## src/rtl/edge_pixel_postproc_if.sv

```systemverilog
// ---------------------------------------------------------------------------
// edge_pixel_postproc_if
// Stream bundle around the edge post-processing stage.
//   Input side : in_valid, in_data (signed, IN_W bits), threshold, bin_mode
//   Output side: out_valid/out_ready handshake, out_pixel, framing tags
//                out_sol / out_eol / out_eof
// Modports:
//   master - the environment: drives samples in and consumes pixels out
//   slave  - the post-processing block itself
// ---------------------------------------------------------------------------
interface edge_pixel_postproc_if #(
    parameter int IN_W = 13
);
    logic                   in_valid;
    logic signed [IN_W-1:0] in_data;
    logic        [7:0]      threshold;
    logic                   bin_mode;

    logic                   out_valid;
    logic                   out_ready;
    logic        [7:0]      out_pixel;
    logic                   out_sol;
    logic                   out_eol;
    logic                   out_eof;

    modport master (
        output in_valid, in_data, threshold, bin_mode, out_ready,
        input  out_valid, out_pixel, out_sol, out_eol, out_eof
    );

    modport slave (
        input  in_valid, in_data, threshold, bin_mode, out_ready,
        output out_valid, out_pixel, out_sol, out_eol, out_eof
    );
endinterface

```

## src/rtl/edge_pixel_postproc.sv

```systemverilog
// ---------------------------------------------------------------------------
// edge_pixel_postproc
// Post-processing behind the Laplacian convolution core. Each qualified
// signed sum is turned into |E| saturated to 8 bits, optionally binarised
// against a threshold, tagged with row/column framing for an OUT_W x OUT_H
// image and queued in a small FIFO, because the core upstream cannot stall.
//
// Ports:
//   clk        - system clock, rising edge
//   reset      - synchronous, active-low reset
//   bus        - edge_pixel_postproc_if.slave (sample in, pixel stream out)
//   frame_done - one-cycle pulse the cycle after the eof pixel is popped
//   overflow   - sticky; a stage-1 result was dropped on a full FIFO
// ---------------------------------------------------------------------------
module edge_pixel_postproc #(
    parameter int OUT_W      = 126,
    parameter int OUT_H      = 126,
    parameter int IN_W       = 13,
    parameter int FIFO_DEPTH = 8
) (
    input  logic                        clk,
    input  logic                        reset,
    edge_pixel_postproc_if.slave        bus,
    output logic                        frame_done,
    output logic                        overflow
);
    localparam int CW = (OUT_W > 1) ? $clog2(OUT_W) : 1;
    localparam int RW = (OUT_H > 1) ? $clog2(OUT_H) : 1;
    localparam int PW = $clog2(FIFO_DEPTH);
    // Entry layout: {pix[7:0], sol, eol, eof}
    localparam int EW = 11;

    // ------------------------------------------------------------------
    // Framing counters
    // ------------------------------------------------------------------
    logic [CW-1:0] col_reg;
    logic [RW-1:0] row_reg;
    logic          at_sol;
    logic          at_eol;
    logic          at_eof;

    assign at_sol = (col_reg == '0);
    assign at_eol = (col_reg == CW'(OUT_W - 1));
    assign at_eof = at_eol && (row_reg == RW'(OUT_H - 1));

    // ------------------------------------------------------------------
    // Magnitude, saturation, binarisation
    // ------------------------------------------------------------------
    logic [IN_W-1:0] mag;
    logic [7:0]      sat;
    logic [7:0]      pix;

    always_comb begin
        // Two's-complement negate in IN_W bits; the most negative input
        // lands on 2^(IN_W-1) when read as unsigned, which is the true |x|.
        mag = bus.in_data[IN_W-1] ? ((~bus.in_data) + IN_W'(1)) : bus.in_data;
        sat = (mag > IN_W'(255)) ? 8'hFF : mag[7:0];
        pix = bus.bin_mode ? ((sat >= bus.threshold) ? 8'hFF : 8'h00) : sat;
    end

    // ------------------------------------------------------------------
    // Stage 1 register and counters
    // ------------------------------------------------------------------
    logic          s1_valid_reg;
    logic [EW-1:0] s1_entry_reg;

    always_ff @(posedge clk) begin
        if (!reset) begin
            s1_valid_reg <= 1'b0;
            s1_entry_reg <= '0;
            col_reg      <= '0;
            row_reg      <= '0;
        end else begin
            s1_valid_reg <= bus.in_valid;
            if (bus.in_valid) begin
                s1_entry_reg <= {pix, at_sol, at_eol, at_eof};
                // Counters track every sample, dropped or not, so the
                // geometry of later pixels stays correct.
                if (at_eol) begin
                    col_reg <= '0;
                    row_reg <= at_eof ? '0 : row_reg + RW'(1);
                end else begin
                    col_reg <= col_reg + CW'(1);
                end
            end
        end
    end

    // ------------------------------------------------------------------
    // Output FIFO: pointers carry one extra wrap bit for full/empty
    // ------------------------------------------------------------------
    logic [PW:0]   wr_ptr_reg;
    logic [PW:0]   rd_ptr_reg;
    logic [EW-1:0] mem [FIFO_DEPTH];
    logic [EW-1:0] head;
    logic          empty;
    logic          full;
    logic          pop;
    logic          push_en;
    logic          drop;
    logic          overflow_reg;
    logic          frame_done_reg;

    assign empty   = (wr_ptr_reg == rd_ptr_reg);
    assign full    = (wr_ptr_reg[PW] != rd_ptr_reg[PW]) &&
                     (wr_ptr_reg[PW-1:0] == rd_ptr_reg[PW-1:0]);
    assign pop     = !empty && bus.out_ready;
    // A pop frees a slot in the same cycle, so a full FIFO still accepts.
    assign push_en = s1_valid_reg && (!full || pop);
    assign drop    = s1_valid_reg && full && !pop;
    assign head    = mem[rd_ptr_reg[PW-1:0]];

    // Storage has no reset; the head is masked while empty instead.
    always_ff @(posedge clk) begin
        if (push_en) begin
            mem[wr_ptr_reg[PW-1:0]] <= s1_entry_reg;
        end
    end

    always_ff @(posedge clk) begin
        if (!reset) begin
            wr_ptr_reg     <= '0;
            rd_ptr_reg     <= '0;
            overflow_reg   <= 1'b0;
            frame_done_reg <= 1'b0;
        end else begin
            if (push_en) begin
                wr_ptr_reg <= wr_ptr_reg + (PW+1)'(1);
            end
            if (pop) begin
                rd_ptr_reg <= rd_ptr_reg + (PW+1)'(1);
            end
            if (drop) begin
                overflow_reg <= 1'b1;
            end
            frame_done_reg <= pop && head[0];
        end
    end

    assign bus.out_valid = !empty;
    assign bus.out_pixel = empty ? 8'h00 : head[10:3];
    assign bus.out_sol   = !empty && head[2];
    assign bus.out_eol   = !empty && head[1];
    assign bus.out_eof   = !empty && head[0];
    assign frame_done    = frame_done_reg;
    assign overflow      = overflow_reg;

endmodule

```

## src/flat_wrapper.sv

```systemverilog
// flat-port wrapper written by rule: the top's interface ports become plain ports
module edge_pixel_postproc_flat 
#(
    parameter int OUT_W      = 126,
    parameter int OUT_H      = 126,
    parameter int IN_W       = 13,
    parameter int FIFO_DEPTH = 8
)
  (clk, reset, frame_done, overflow, bus_in_valid, bus_in_data, bus_threshold, bus_bin_mode, bus_out_ready, bus_out_valid, bus_out_pixel, bus_out_sol, bus_out_eol, bus_out_eof);
  edge_pixel_postproc_if #(.IN_W(IN_W)) bus_i ();
  input  logic clk;
  input  logic reset;
  output logic frame_done;
  output logic overflow;
  input wire logic [$bits(bus_i.in_valid)-1:0] bus_in_valid;
  input wire logic [$bits(bus_i.in_data)-1:0] bus_in_data;
  input wire logic [$bits(bus_i.threshold)-1:0] bus_threshold;
  input wire logic [$bits(bus_i.bin_mode)-1:0] bus_bin_mode;
  input wire logic [$bits(bus_i.out_ready)-1:0] bus_out_ready;
  output wire logic [$bits(bus_i.out_valid)-1:0] bus_out_valid;
  output wire logic [$bits(bus_i.out_pixel)-1:0] bus_out_pixel;
  output wire logic [$bits(bus_i.out_sol)-1:0] bus_out_sol;
  output wire logic [$bits(bus_i.out_eol)-1:0] bus_out_eol;
  output wire logic [$bits(bus_i.out_eof)-1:0] bus_out_eof;
  assign bus_i.in_valid = bus_in_valid;
  assign bus_i.in_data = bus_in_data;
  assign bus_i.threshold = bus_threshold;
  assign bus_i.bin_mode = bus_bin_mode;
  assign bus_i.out_ready = bus_out_ready;
  assign bus_out_valid = bus_i.out_valid;
  assign bus_out_pixel = bus_i.out_pixel;
  assign bus_out_sol = bus_i.out_sol;
  assign bus_out_eol = bus_i.out_eol;
  assign bus_out_eof = bus_i.out_eof;
  edge_pixel_postproc #(.OUT_W(OUT_W), .OUT_H(OUT_H), .IN_W(IN_W), .FIFO_DEPTH(FIFO_DEPTH)) u_core (.clk(clk), .reset(reset), .bus(bus_i), .frame_done(frame_done), .overflow(overflow));
endmodule
```

## config.mk

```make
export PLATFORM = sky130hd
export DESIGN_NAME = edge_pixel_postproc_flat
export DESIGN_NICKNAME = d
export VERILOG_FILES = /design/src/rtl/edge_pixel_postproc_if.sv /design/src/rtl/edge_pixel_postproc.sv /design/src/flat_wrapper.sv
export SDC_FILE = /design/constraint.sdc
export NUM_CORES = 1
export LEC_CHECK = 0
export ABC_CLOCK_PERIOD_IN_PS = 6100
export CAP_MARGIN = 25
export CELL_PAD_IN_SITES_DETAIL_PLACEMENT = 0
export CELL_PAD_IN_SITES_GLOBAL_PLACEMENT = 1
export CORE_UTILIZATION = 52
export DETAILED_ROUTE_END_ITERATION = 10
export HOLD_SLACK_MARGIN = 0.15
export MAX_ROUTING_LAYER = met4
export PLACE_DENSITY_LB_ADDON = 0.1
export RECOVER_POWER = 25
export SLEW_MARGIN = 20
export SYNTH_ARGS = -nofsm -noshare
export SYNTH_HDL_FRONTEND = slang
export SYNTH_SLANG_ARGS = --single-unit
```

## constraint.sdc

```tcl
create_clock -name clk -period 6.1 [get_ports clk]
set_clock_uncertainty 0.1 [all_clocks]
set_input_delay 1.22 -clock clk [delete_from_list [all_inputs] [get_ports clk]]
set_output_delay 1.22 -clock clk [all_outputs]
set_load 0.1 [all_outputs]
```

==> impl_metrics.py <==
metrics = {
    "clock_tree": {
        "cts_root_buf": "clkbuf_8",
        "cts_resized": 0,
        "cts_hold_buffers": 0,
        "cts_inserted_buffers": 17,
        "insertion_delay_ns": 0.52,
        "cts.clk_slew.worst_paths_ns": 0.06,
        "post_cts_buffers": 0,
        "cts_buffer_depth": 2,
        "cts_tree": "built",
        "cts.sinks": 127,
        "cts_max_level": 4,
    },
    "die": {
        "core.rowCount": 37,
        "io_pins": 40,
        "initial_core_util_pct": 53.7,
        "die_y_um": 105,
        "dieArea_mm2": 0.0111,
        "core_area_mm2": 0.0103,
        "dieWidth_um": 105,
    },
    "sta": {
        "final-max-slew-violation-count": 0,
        "min_period_over_period_pct": 78.7,
        "setup_viol": 0,
        "tightest_slew_ns": 0.974,
        "setup-tns-final_ns": 0,
        "period_needed_ns": 4.80,
        "setup_slack_ns": 1.30,
        "finalHoldViolCount": 0,
        "relSlewSlack_pct": 34.9,
        "fmax_mhz": 208,
        "rsz0062_at_grt": "false",
    },
    "power": {
        "switching_power_w": 0.000606,
        "swShare_pct": 26.8,
        "p_int_w": 0.00165,
        "leakage_nw": 2.32,
        "p_per_area_mw_per_mm2": 339,
        "power_frac_comb_pct": 15.7,
        "sequentialPowerShare_pct": 43.2,
        "p_clk_share_pct": 41.1,
        "ir_worst_vdd_mv": 0.211,
    },
    "route": {
        "route.detailed.drc": 0,
        "first_pass_iters": 4,
        "via_count": 3283,
        "vias_per_cell": 5.51,
        "first_iter_violations": 207,
        "wl_per_cell_um": 17.1,
        "wl_um": 10200,
        "final_antenna_net_count": 0,
    },
    "logic_synthesis": {
        "ys.flop_type": "edfxtp_1",
        "synth_top_area_share_pct": 47.7,
        "synth_nets": 441,
        "synth.largest_area_cell": "edfxtp_1",
        "synth_area_mm2": 0.00554,
        "yosys_warnings": 0,
        "synth_edf_count": 88,
        "ys_ff_latch": 127,
        "async_flop_share_pct": 0,
        "yosys-top-cells-area": "edfxtp_1, dfxtp_1, mux4_2, ha_1, mux2i_1",
        "yosysSeqAreaShare_pct": 61.8,
        "synth.avg_cell_area_um2": 13.9,
        "syn_inst": 399,
        "synth.distinct_cells": 46,
    },
    "worst_setup_path": {
        "path_class": "flop to output port",
        "end_kind": "output port",
        "worstPathMaxFanout": 13,
        "cp.required_ns": 4.78,
        "arrival_ns": 3.48,
        "cp-start-kind": "flop",
    },
    "global_route": {
        "grt_pass1_wl_um": 16700,
        "grt_pass1_vias": 3300,
        "grt_max_degree": 31,
        "antenna_found_initial": 0,
        "grt_util_all_layers_pct": 21.1,
        "grt_overflow": 0,
    },
    "placed_design": {
        "dp_hpwl_um": 6540,
        "io_buffers": 39,
        "gp_congestion": 0.798,
        "post-place-ws_ns": 0.876,
    },
    "finish": {
        "diodes": 0,
        "nNetsFinal": 489,
        "largest_reg_flops": 88,
        "area_growth_pct": 20.2,
        "fill_cells": 773,
        "final_common_cell": "edfxtp_1",
        "layout-drive-gt1-share_pct": 15.4,
        "final_cell_mix": "edfxtp_1, dfxtp_1, clkdlybuf4s50_1",
    },
    "job": {
        "maxCapViolations": 0,
    },
    "status": {
        "status": "completed",
    },
    "min_path": {
        "hold_path_class": "flop to flop",
    },
}
==> power by group through the flow <==
stage          sequential [W]  clock, W  combinational, W
2_1_floorplan        0.000976         0          0.000279
3_3_place_gp         0.000992         0          0.000353
3_5_place_dp         0.000993         0          0.000356
4_1_cts              0.000976  0.000944          0.000358
5_1_grt              0.000979  0.000982          0.000378
6_report             0.000975  0.000929          0.000355
==> cell families after synthesis <==
| kind of cell | after synthesis | share of synthesized area [%] |
|---|---|---|
| and+or+nand+nor | 112 | 10.5 |
| adders and majority gates | 16 | 3.61 |
| buffers and inverters | 33 | 2.55 |
| muxes | 36 | 11.5 |
| DFF | 127 | 61.8 |
| AOI/OAI and AO/OA | 50 | 6.14 |
| xor gates and xnor gates | 25 | 3.95 |
==> critical path, stage by stage (launching register included) <==
cell and delay [ns]:
dfxtp_1 0.75, buf_4 0.40, mux4_2 0.54, mux2i_1 0.20
nor2_1 0.07, clkdlybuf4s50_1 0.98
==> final cells by class <==
| class | count | area, um2 | area share [%] |
|---|---|---|---|
| Clock buffer | 22 | 475 | 7.14 |
| Clock inverter | 10 | 82.6 | 1.24 |
| Inverter | 14 | 52.6 | 0.789 |
| Sequential cell | 127 | 3420 | 51.4 |
| Tap cell | 136 | 170 | 2.55 |
| Timing Repair Buffer | 48 | 459 | 6.89 |
| Multi-Input combinational cell | 239 | 2000 | 30.0 |
==> metrics by stage <==
step           util [%]  power, W  hold WS [ns]  area, um2  std cells
4_1_cts            64.5   0.00228         0.394       6660        595
3_3_place_gp       59.0   0.00134         0.374       6090        562
3_5_place_dp       59.1   0.00135         0.379       6100        563
2_1_floorplan         -   0.00126         0.372       5540        399
5_1_grt            64.5   0.00234         0.417       6660        596
6_report           64.5   0.00226         0.387       6660        596
==> worst paths after layout <==
path / start / end / slack, ns / depth (start not counted)
hold / removal: u_core.overflow / u_core.overflow / 0.39 / 2
setup / recovery: flop / bus_out_pixel[3] / 1.30 / 5
hold reg to reg: u_core.overflow / u_core.overflow / 0.39 / 2
setup reg to reg: u_core.wr_ptr_reg[0] / u_core.mem[6][2] / 3.55 / 6
==> Yosys cell counts, types with 3 or more instances <==
library cell	instances
dfxtp_1	39
nor2_1	29
a21boi_0	5
clkbuf_1	13
xnor2_1	11
xor2_1	14
o21ai_0	14
nand2b_1	9
a21o_1	4
a21o_2	3
mux2i_1	14
nand2_1	25
and4_1	5
a21oi_1	13
and2_1	10
nand4_1	8
nand3_1	6
edfxtp_1	88
nor2b_1	4
inv_1	14
mux4_2	22
ha_1	16
nor3_1	5
==> metal layers <==
metal / global-route usage [%] / vias up / routed length [um] / share of wire, %
met3: 6.56 / 13 / 466 / 4.6
met5: - / - / 0 / 0
met1: 26.1 / 1608 / 4650 / 46
met4: 7.75 / 0 / 136 / 1.3
li1: - / 1586 / - / -
met2: 32.7 / 76 / 4930 / 48
Note: power is estimated with default switching activity, not from simulation.
